File: config.mk
export PLATFORM = sky130hd
export DESIGN_NAME = lbist_ctrl
export DESIGN_NICKNAME = d
export VERILOG_FILES = /design/src/rtl/lbist_ctrl.sv
export SDC_FILE = /design/constraint.sdc
export NUM_CORES = 1
export LEC_CHECK = 0
export ABC_AREA = 1
export ABC_CLOCK_PERIOD_IN_PS = 4500
export BUFFER_PORTS_ARGS = -buffer_cell sky130_fd_sc_hd__buf_2
export CAP_MARGIN = 10
export CORE_UTILIZATION = 60
export DETAILED_ROUTE_END_ITERATION = 12
export MAX_ROUTING_LAYER = met4
export PLACE_DENSITY = 0.95
export SYNTH_ARGS = -nofsm -noshare
export SYNTH_HDL_FRONTEND = slang
export SYNTH_SLANG_ARGS = --single-unit
File: constraint.sdc
create_clock -name clk_i -period 4.5 [get_ports clk_i]
set_input_delay 0.9 -clock clk_i [delete_from_list [all_inputs] [get_ports clk_i]]
set_output_delay 0.9 -clock clk_i [all_outputs]
set_load 0.01 [all_outputs]
File: src/rtl/lbist_ctrl.sv
// Logic BIST controller: drives LFSR patterns onto the CUT, folds the CUT
// responses into a MISR and compares the final signature against a golden
// value to produce a go/no-go verdict.
//
// start_i is a level request, not a pulse: holding it high starts a run and
// keeps it alive, dropping it aborts a run in progress, and a finished run
// is only re-armed after start_i has been seen low and then high again.
// response_i carries no valid strobe; it is sampled only in CAPTURE, one
// cycle after the pattern was presented in APPLY.
module lbist_ctrl #(
    parameter int unsigned NUM_PATTERNS = 1024,
    parameter logic [31:0] LFSR_SEED    = 32'hACE1_2468,
    parameter logic [31:0] MISR_SEED    = 32'h0000_0000,
    parameter logic [31:0] GOLDEN_SIG   = 32'h0000_0000
) (
    input  logic        clk_i,
    input  logic        rst_ni,
    input  logic        start_i,
    input  logic [31:0] response_i,
    output logic        test_mode_o,
    output logic [31:0] pattern_o,
    output logic        done_o,
    output logic        go_nogo_o,
    output logic [31:0] signature_o,
    output logic [2:0]  dbg_state
);

    localparam logic [31:0] POLY      = 32'h8020_0003;
    localparam logic [15:0] NUM_PAT16 = 16'(NUM_PATTERNS);

    typedef enum logic [2:0] {
        S_IDLE    = 3'd0,
        S_INIT    = 3'd1,
        S_APPLY   = 3'd2,
        S_CAPTURE = 3'd3,
        S_COMPARE = 3'd4,
        S_DONE    = 3'd5
    } state_t;

    state_t      state;
    state_t      state_next;
    logic [31:0] lfsr;
    logic [31:0] misr;
    logic [31:0] pat_q;
    logic [15:0] cnt;
    logic [15:0] cnt_inc;
    logic        pass;
    logic        seen_low;

    // One Galois step shared by the pattern generator and the signature register.
    function automatic logic [31:0] galois_step(input logic [31:0] v);
        return {v[30:0], 1'b0} ^ (v[31] ? POLY : 32'h0000_0000);
    endfunction

    assign cnt_inc = cnt + 16'd1;

    // State register.
    always_ff @(posedge clk_i or negedge rst_ni) begin
        if (!rst_ni) begin
            state <= S_IDLE;
        end else begin
            state <= state_next;
        end
    end

    // Next-state logic: any active state falls back to IDLE when start_i drops.
    // DONE waits for a low-then-high start_i and then launches the next run
    // directly, so the verdict stays visible until the new run begins.
    always_comb begin
        state_next = state;
        case (state)
            S_IDLE:    if (start_i) state_next = S_INIT;
            S_INIT:    state_next = start_i ? S_APPLY : S_IDLE;
            S_APPLY:   state_next = start_i ? S_CAPTURE : S_IDLE;
            S_CAPTURE: begin
                if (!start_i) begin
                    state_next = S_IDLE;
                end else if (cnt_inc == NUM_PAT16) begin
                    state_next = S_COMPARE;
                end else begin
                    state_next = S_APPLY;
                end
            end
            S_COMPARE: state_next = start_i ? S_DONE : S_IDLE;
            S_DONE:    if (start_i && seen_low) state_next = S_INIT;
            default:   state_next = S_IDLE;
        endcase
    end

    // Datapath: seed in INIT, step LFSR/MISR in CAPTURE, latch verdict in COMPARE.
    always_ff @(posedge clk_i or negedge rst_ni) begin
        if (!rst_ni) begin
            lfsr     <= LFSR_SEED;
            misr     <= MISR_SEED;
            cnt      <= 16'd0;
            pass     <= 1'b0;
            pat_q    <= 32'h0000_0000;
            seen_low <= 1'b0;
        end else begin
            case (state)
                S_INIT: begin
                    lfsr <= LFSR_SEED;
                    misr <= MISR_SEED;
                    cnt  <= 16'd0;
                    pass <= 1'b0;
                end
                S_CAPTURE: begin
                    if (start_i) begin
                        lfsr <= galois_step(lfsr);
                        misr <= galois_step(misr) ^ response_i;
                        cnt  <= cnt_inc;
                    end
                end
                S_COMPARE: begin
                    if (start_i) pass <= (misr == GOLDEN_SIG);
                    seen_low <= 1'b0;
                end
                S_DONE: begin
                    if (!start_i) seen_low <= 1'b1;
                end
                default: ;
            endcase
            // pattern_o is registered so it only changes on entry to APPLY and
            // holds its value everywhere else.
            if (state_next == S_APPLY) begin
                pat_q <= (state == S_INIT) ? LFSR_SEED : galois_step(lfsr);
            end
        end
    end

    // Output decode.
    always_comb begin
        test_mode_o = (state == S_APPLY) || (state == S_CAPTURE);
        done_o      = (state == S_DONE);
        go_nogo_o   = (state == S_DONE) && pass;
        pattern_o   = pat_q;
        signature_o = misr;
        dbg_state   = state;
    end

endmodule
==> After elaboration in Yosys (flattened, before gate mapping) <==
Cells that the tools add are included.
{ "classes": {"addsub": 1, "n_eq_ne": 10, "n_mux": 21, "bitwise": 3, "n_reduce_logical": 11} }
{ "ops": {"columns": ["cell", "n"], "rows": [
  ["2-to-1 mux 32 bit", 5],
  ["case mux 32 bit (2 select lines)", 2],
  ["bitwise XOR 32 bit", 3],
  ["zero test 32 bit", 1],
  ["case mux 16 bit (2 select lines)", 1],
  ["case mux 3 bit (6 select lines)", 1],
  ["adder 16 x 1 -> 16 bit (second input constant)", 1],
  ["== test 16 x 11 -> 1 bit (second input constant)", 1],
  ["2-to-1 mux 16 bit", 1],
  ["2-to-1 mux 3 bit", 5],
  ["== test 3 x 2 -> 1 bit (second input constant)", 3],
  ["== test 3 bit (second input constant)", 2],
  ["!= test 2 bit (second input constant)", 3],
  ["AND reduction 2 bit", 3],
  ["nonzero test 2 bit", 3],
  ["2-to-1 mux 2 bit", 2],
  ["case mux 1 bit (2 select lines)", 2],
  ["== test 3 x 1 -> 1 bit (second input constant)", 1],
  ["zero test 3 bit", 1],
  ["logical AND 1 bit", 2],
  ["2-to-1 mux 1 bit", 2],
  ["logical OR 1 bit", 1]
]} }
{ "word_totals": {"register_bits": 117, "inputBits": 35, "out_inout_bits": 70, "word_cells": 53} }

==> Depth between registers and ports, before layout <==
{ "depth": {"depth_word": 6, "mapped_depth": 16, "depth_no_buf": 15} }

==> Worst setup path before layout <==
OpenSTA, ideal clock, no wires.
{ "synth_path": {"kind": "register to output", "from": "register state[1] (netlist: dbg_state[1])", "to": "output go_nogo_o", "t_arrival_ns": 1.161, "required_ns": 3.600, "setup_slack_ns": 2.439, "stages_incl_launch_ff": 6, "n_path_buf": 0, "path_cell_list": "dfrtp_1 -> inv_1 -> nand2_1 -> nor2_1 -> inv_1 -> nor2_1"} }
{ "synth_via": {"elab_chain_len": 2} }
{ "synth_rtl": {"columns": ["element", "line", "source"], "rows": [
  ["start: declaration", "40", "state_t state;"],
  ["start signal: assignment", "62", "state <= state_next;"],
  ["== test 3 bit", null, null],
  ["net done_o", "22", "output logic done_o,"],
  ["logical AND 1 bit", "135", "go_nogo_o = (state == S_DONE) && pass;"],
  ["end: declaration", "23", "output logic go_nogo_o,"]
]} }
The timed path passes the listed nets, and every way through them passes these cells.

==> Worst setup path in the final report <==
{ "layout_path": {"from": "register state[0] (netlist: dbg_state[0])", "to": "register lfsr[20]"} }
{ "layout_via": {"elab_chain_len": 3, "word_cells_on_any_way": 6, "classes_between": "3 x eq/ne; 1 x mux; 2 x reduce/logical"} }
{ "layout_rtl": {"columns": ["element", "line", "source"], "rows": [
  ["== test 3 x 2 -> 1 bit or == test 3 x 1 -> 1 bit (tied branches)", "100", "case (state)"],
  ["!= test 2 bit (no line) or nonzero test 2 bit (tied branches)", null, null],
  ["AND reduction 2 bit (no line)", null, null],
  ["end signal: assignment", "109", "lfsr <= galois_step(lfsr);"],
  ["end: declaration", "42", "logic [31:0] lfsr;"]
]} }
Several ways; a longest one is shown, not always the timed one.
A chain may end at the register's enable or synchronous reset.

==> out/results.ini <==
[status]
status = finished, violations left
violations = design-rule violations

[route]
drtPass1Iterations = 9
detail_route.wirelength_mm = 14.3
wl_per_cell_um = 16.6
drc = 5
postRouteAntennaNets = 0
dr_total_vias = 5041
starting_drc_count_in_detailed_routing = 534
detail_route.vias_per_cell = 5.82

[setup_path]
cp.buffers_inverters = 5
critPathLaunch = dbg_state[0]
crit_end = lfsr[20]
critPathLaunchType = register
critPathMaxFanout = 39
worstPathArrival_ns = 3.41
crit_slowest_cell = sky130_fd_sc_hd__inv_1
worst_path_largest_cell_delay_ns = 0.53
worst-endpoint-required_ns = 4.90
regToRegSetupSlack_ns = 1.49
reg2reg_to = lfsr[20]
worstSetupPathDepth = 9
cell_type_with_the_highest_occurrence_count_on_the_critical_path = sky130_fd_sc_hd__inv_1
worstReg2RegStart = dbg_state[0]
critPathTopFamily = buffers and inverters
timing.setup.critical_path_class = register to register
r2r.worst_path.cells = 9
endpoint_kind = register
worstPathCellList = inv_1 > nor2_1 > inv_1 > nor2_4 > inv_2 > nor2_1 > buf_4 > inv_1 > o21ai_0

[sta]
tightestPinTransition_ns = 1.12
rsz0062_at_grt = no
report.final.slew_viol_count = 0
layout_worst_path_cycle_share = 0.669
final_period_minus_worst_setup_slack_ns = 3.01
fmaxAchievable_mhz = 332
max_slew_margin = 0.251
timing_hold_violations_final = 0
setup_total_negative_slack_ns = 0
final.setup_skew_ns = 0.00568
setup_violations = 0

[layout]
final_net_count = 783
antenna_cells_inserted = 0
layout.filler_cells = 522
layout.cells.most_common = sky130_fd_sc_hd__nand2_1
area_growth_syn_to_layout_pct = 20.1
final_cell_mix = sky130_fd_sc_hd__nand2_1 (172), sky130_fd_sc_hd__dfrtp_1 (104), sky130_fd_sc_hd__buf_2 (103)
layout-drive-gt1-share = 0.224
post-route-util = 0.754

[global_routing]
number_of_antenna_violations_at_the_first_check_in_global_routing = 0
grt_first_pass_wirelength_mm = 24.0
grt_start_max_net_pins = 53
grt.overflow.total = 0
gr-usage-all-layers = 0.328
first_global_vias = 5084

[power_and_ir_drop]
power.static_leakage_nw = 3.53
power.switching_mw = 0.949
clock_power_share = 0.402
power.density_nw_per_um2 = 463
peak_supply_drop_v = 0.000289
seq_power_share = 0.418
power_switching_share = 0.307
cell_internal_pwr_mw = 2.14
power.combinational.fraction = 0.179
total_power_mw = 3.09

[logic_synthesis]
synth_seq_cells = 117
yosysUniqueCellTypes = 34
syn_avg_cell_area_um2 = 8.60
synth_enable_flop_cells = 0
ys.warnings.count = 0
syn-instance-count = 646
post_synthesis_sequential_area_ratio = 0.530
syn-cell-area_um2 = 5560
yosys_most_used_dff = sky130_fd_sc_hd__dfrtp_1
synthArstFlopShare = 1.00
postSynthNetCount = 684

[floorplan]
design.die.area_um2 = 9650
core-area_um2 = 8850
start_util = 0.628
die_height_um = 98.2
floorplan.rows = 34
floorplan.io_pins = 105
die-width_um = 98.2

[cts]
clk_transition_reported_paths_ns = 0.06
clock_sinks = 117
clkLatencyLatePin_ns = 0.53
cts-hold-fix-buffers = 0
clock_tree.root_cell = sky130_fd_sc_hd__clkbuf_8
htreeDepth = 4
cts_tree = done
post_cts_resized = 0
cts_buffer_depth = 2
numCtsBuffers = 17
cts_setup_buffers = 0

[place]
buffer_ports.inserted = 104
routability_congestion_estimate = 0.884
post-dp-hpwl_mm = 8.74

[worst_hold_path]
holdCritPathClass = input pin to async pin

[run]
drv_cap = 0

## cell usage after synthesis, types with 2 or more instances
cell / count / area share
sky130_fd_sc_hd__o21ai_0: 40 / 0.036
sky130_fd_sc_hd__ha_1: 3 / 0.0068
sky130_fd_sc_hd__a22o_1: 2 / 0.0032
sky130_fd_sc_hd__nand4_1: 10 / 0.011
sky130_fd_sc_hd__nand2_1: 172 / 0.12
sky130_fd_sc_hd__dfrtp_1: 104 / 0.47
sky130_fd_sc_hd__inv_2: 4 / 0.0027
sky130_fd_sc_hd__a31oi_1: 2 / 0.0023
sky130_fd_sc_hd__o31ai_1: 7 / 0.0095
sky130_fd_sc_hd__inv_1: 82 / 0.055
sky130_fd_sc_hd__o22ai_1: 22 / 0.025
sky130_fd_sc_hd__buf_1: 2 / 0.0014
sky130_fd_sc_hd__nand3_2: 2 / 0.0036
sky130_fd_sc_hd__nor3_1: 2 / 0.0018
sky130_fd_sc_hd__o21ai_1: 2 / 0.0018
sky130_fd_sc_hd__nand3_1: 57 / 0.051
sky130_fd_sc_hd__xor2_1: 16 / 0.025
sky130_fd_sc_hd__nor4_1: 6 / 0.0068
sky130_fd_sc_hd__nor2_1: 22 / 0.015
sky130_fd_sc_hd__clkbuf_1: 16 / 0.011
sky130_fd_sc_hd__dfstp_2: 13 / 0.061
sky130_fd_sc_hd__xnor2_1: 24 / 0.038
sky130_fd_sc_hd__buf_6: 3 / 0.0061
sky130_fd_sc_hd__a22oi_1: 11 / 0.015
sky130_fd_sc_hd__nor2_2: 4 / 0.0045
sky130_fd_sc_hd__a21oi_1: 2 / 0.0018
sky130_fd_sc_hd__buf_2: 9 / 0.0081
## sequential cells by signal (all words and copies together), names as in the netlist
name and flops:
pattern_o 32, seen_low 1, lfsr 32, cnt 16, signature_o 32, pass 1, dbg_state 3
## worst reg2reg max path, cell delays in order, from the launching register on
cell                      delay, ns
sky130_fd_sc_hd__dfrtp_1       0.40
sky130_fd_sc_hd__inv_1         0.08
sky130_fd_sc_hd__nor2_1        0.10
sky130_fd_sc_hd__inv_1         0.11
sky130_fd_sc_hd__nor2_4        0.41
sky130_fd_sc_hd__inv_2         0.19
sky130_fd_sc_hd__nor2_1        0.26
sky130_fd_sc_hd__buf_4         0.32
sky130_fd_sc_hd__inv_1         0.54
sky130_fd_sc_hd__o21ai_0       0.48
## per-layer routing
layer / vias to the layer above / global-route usage / routed length [µm]
li1: 2284 / - / -
met1: 2392 / 0.384 / 5400
met2: 292 / 0.531 / 7150
met3: 73 / 0.0909 / 1230
met4: 0 / 0.144 / 569
met5: - / - / 0
## per-stage QoR
stage	setup WS [ns]	std cells	cell area, µm²	hold WS (ns)
2_1_floorplan	2.44	646	5560	0.453
3_3_place_gp	1.88	834	6130	0.449
3_5_place_dp	1.74	834	6130	0.453
4_1_cts	1.59	866	6670	0.302
5_1_grt	1.33	866	6670	0.310
6_report	1.49	866	6670	0.299
## logic make-up after synthesis
kind of cell	share of synthesized area
DFF	0.530
and+or+nand+nor	0.220
xor gates and xnor gates	0.0630
buffers and inverters	0.0851
adders and majority gates	0.00675
AOI/OAI and AO/OA	0.0957
## cell type report
class	count	area, µm²	share of cell area
inverters	87	327	0.0489
clock inverters	14	130	0.0195
clock buffers	18	418	0.0626
flip-flops and latches	117	2940	0.441
multi-input cells	412	2150	0.322
repair buffers	110	568	0.0851
well taps	108	135	0.0202
## power groups by stage
stage	Clock, mW	Sequential, mW	Combinational (mW)
3_5_place_dp	0	1.30	0.534
5_1_grt	1.30	1.30	0.610
3_3_place_gp	0	1.29	0.516
2_1_floorplan	0	1.35	0.269
6_report	1.24	1.29	0.553
4_1_cts	1.25	1.29	0.549
## worst min-delay path by stage
stage	end	from	slack, ns
after CTS	signature_o[21]	rst_ni	0.30
final	signature_o[21]	rst_ni	0.30
after global routing	signature_o[21]	rst_ni	0.31
after floorplan	lfsr[2]	lfsr[1]	0.45
after detailed placement	pattern_o[8]	pattern_o[8]	0.45
after global placement	pattern_o[0]	pattern_o[0]	0.45
Power figures use the tool's default switching activity.
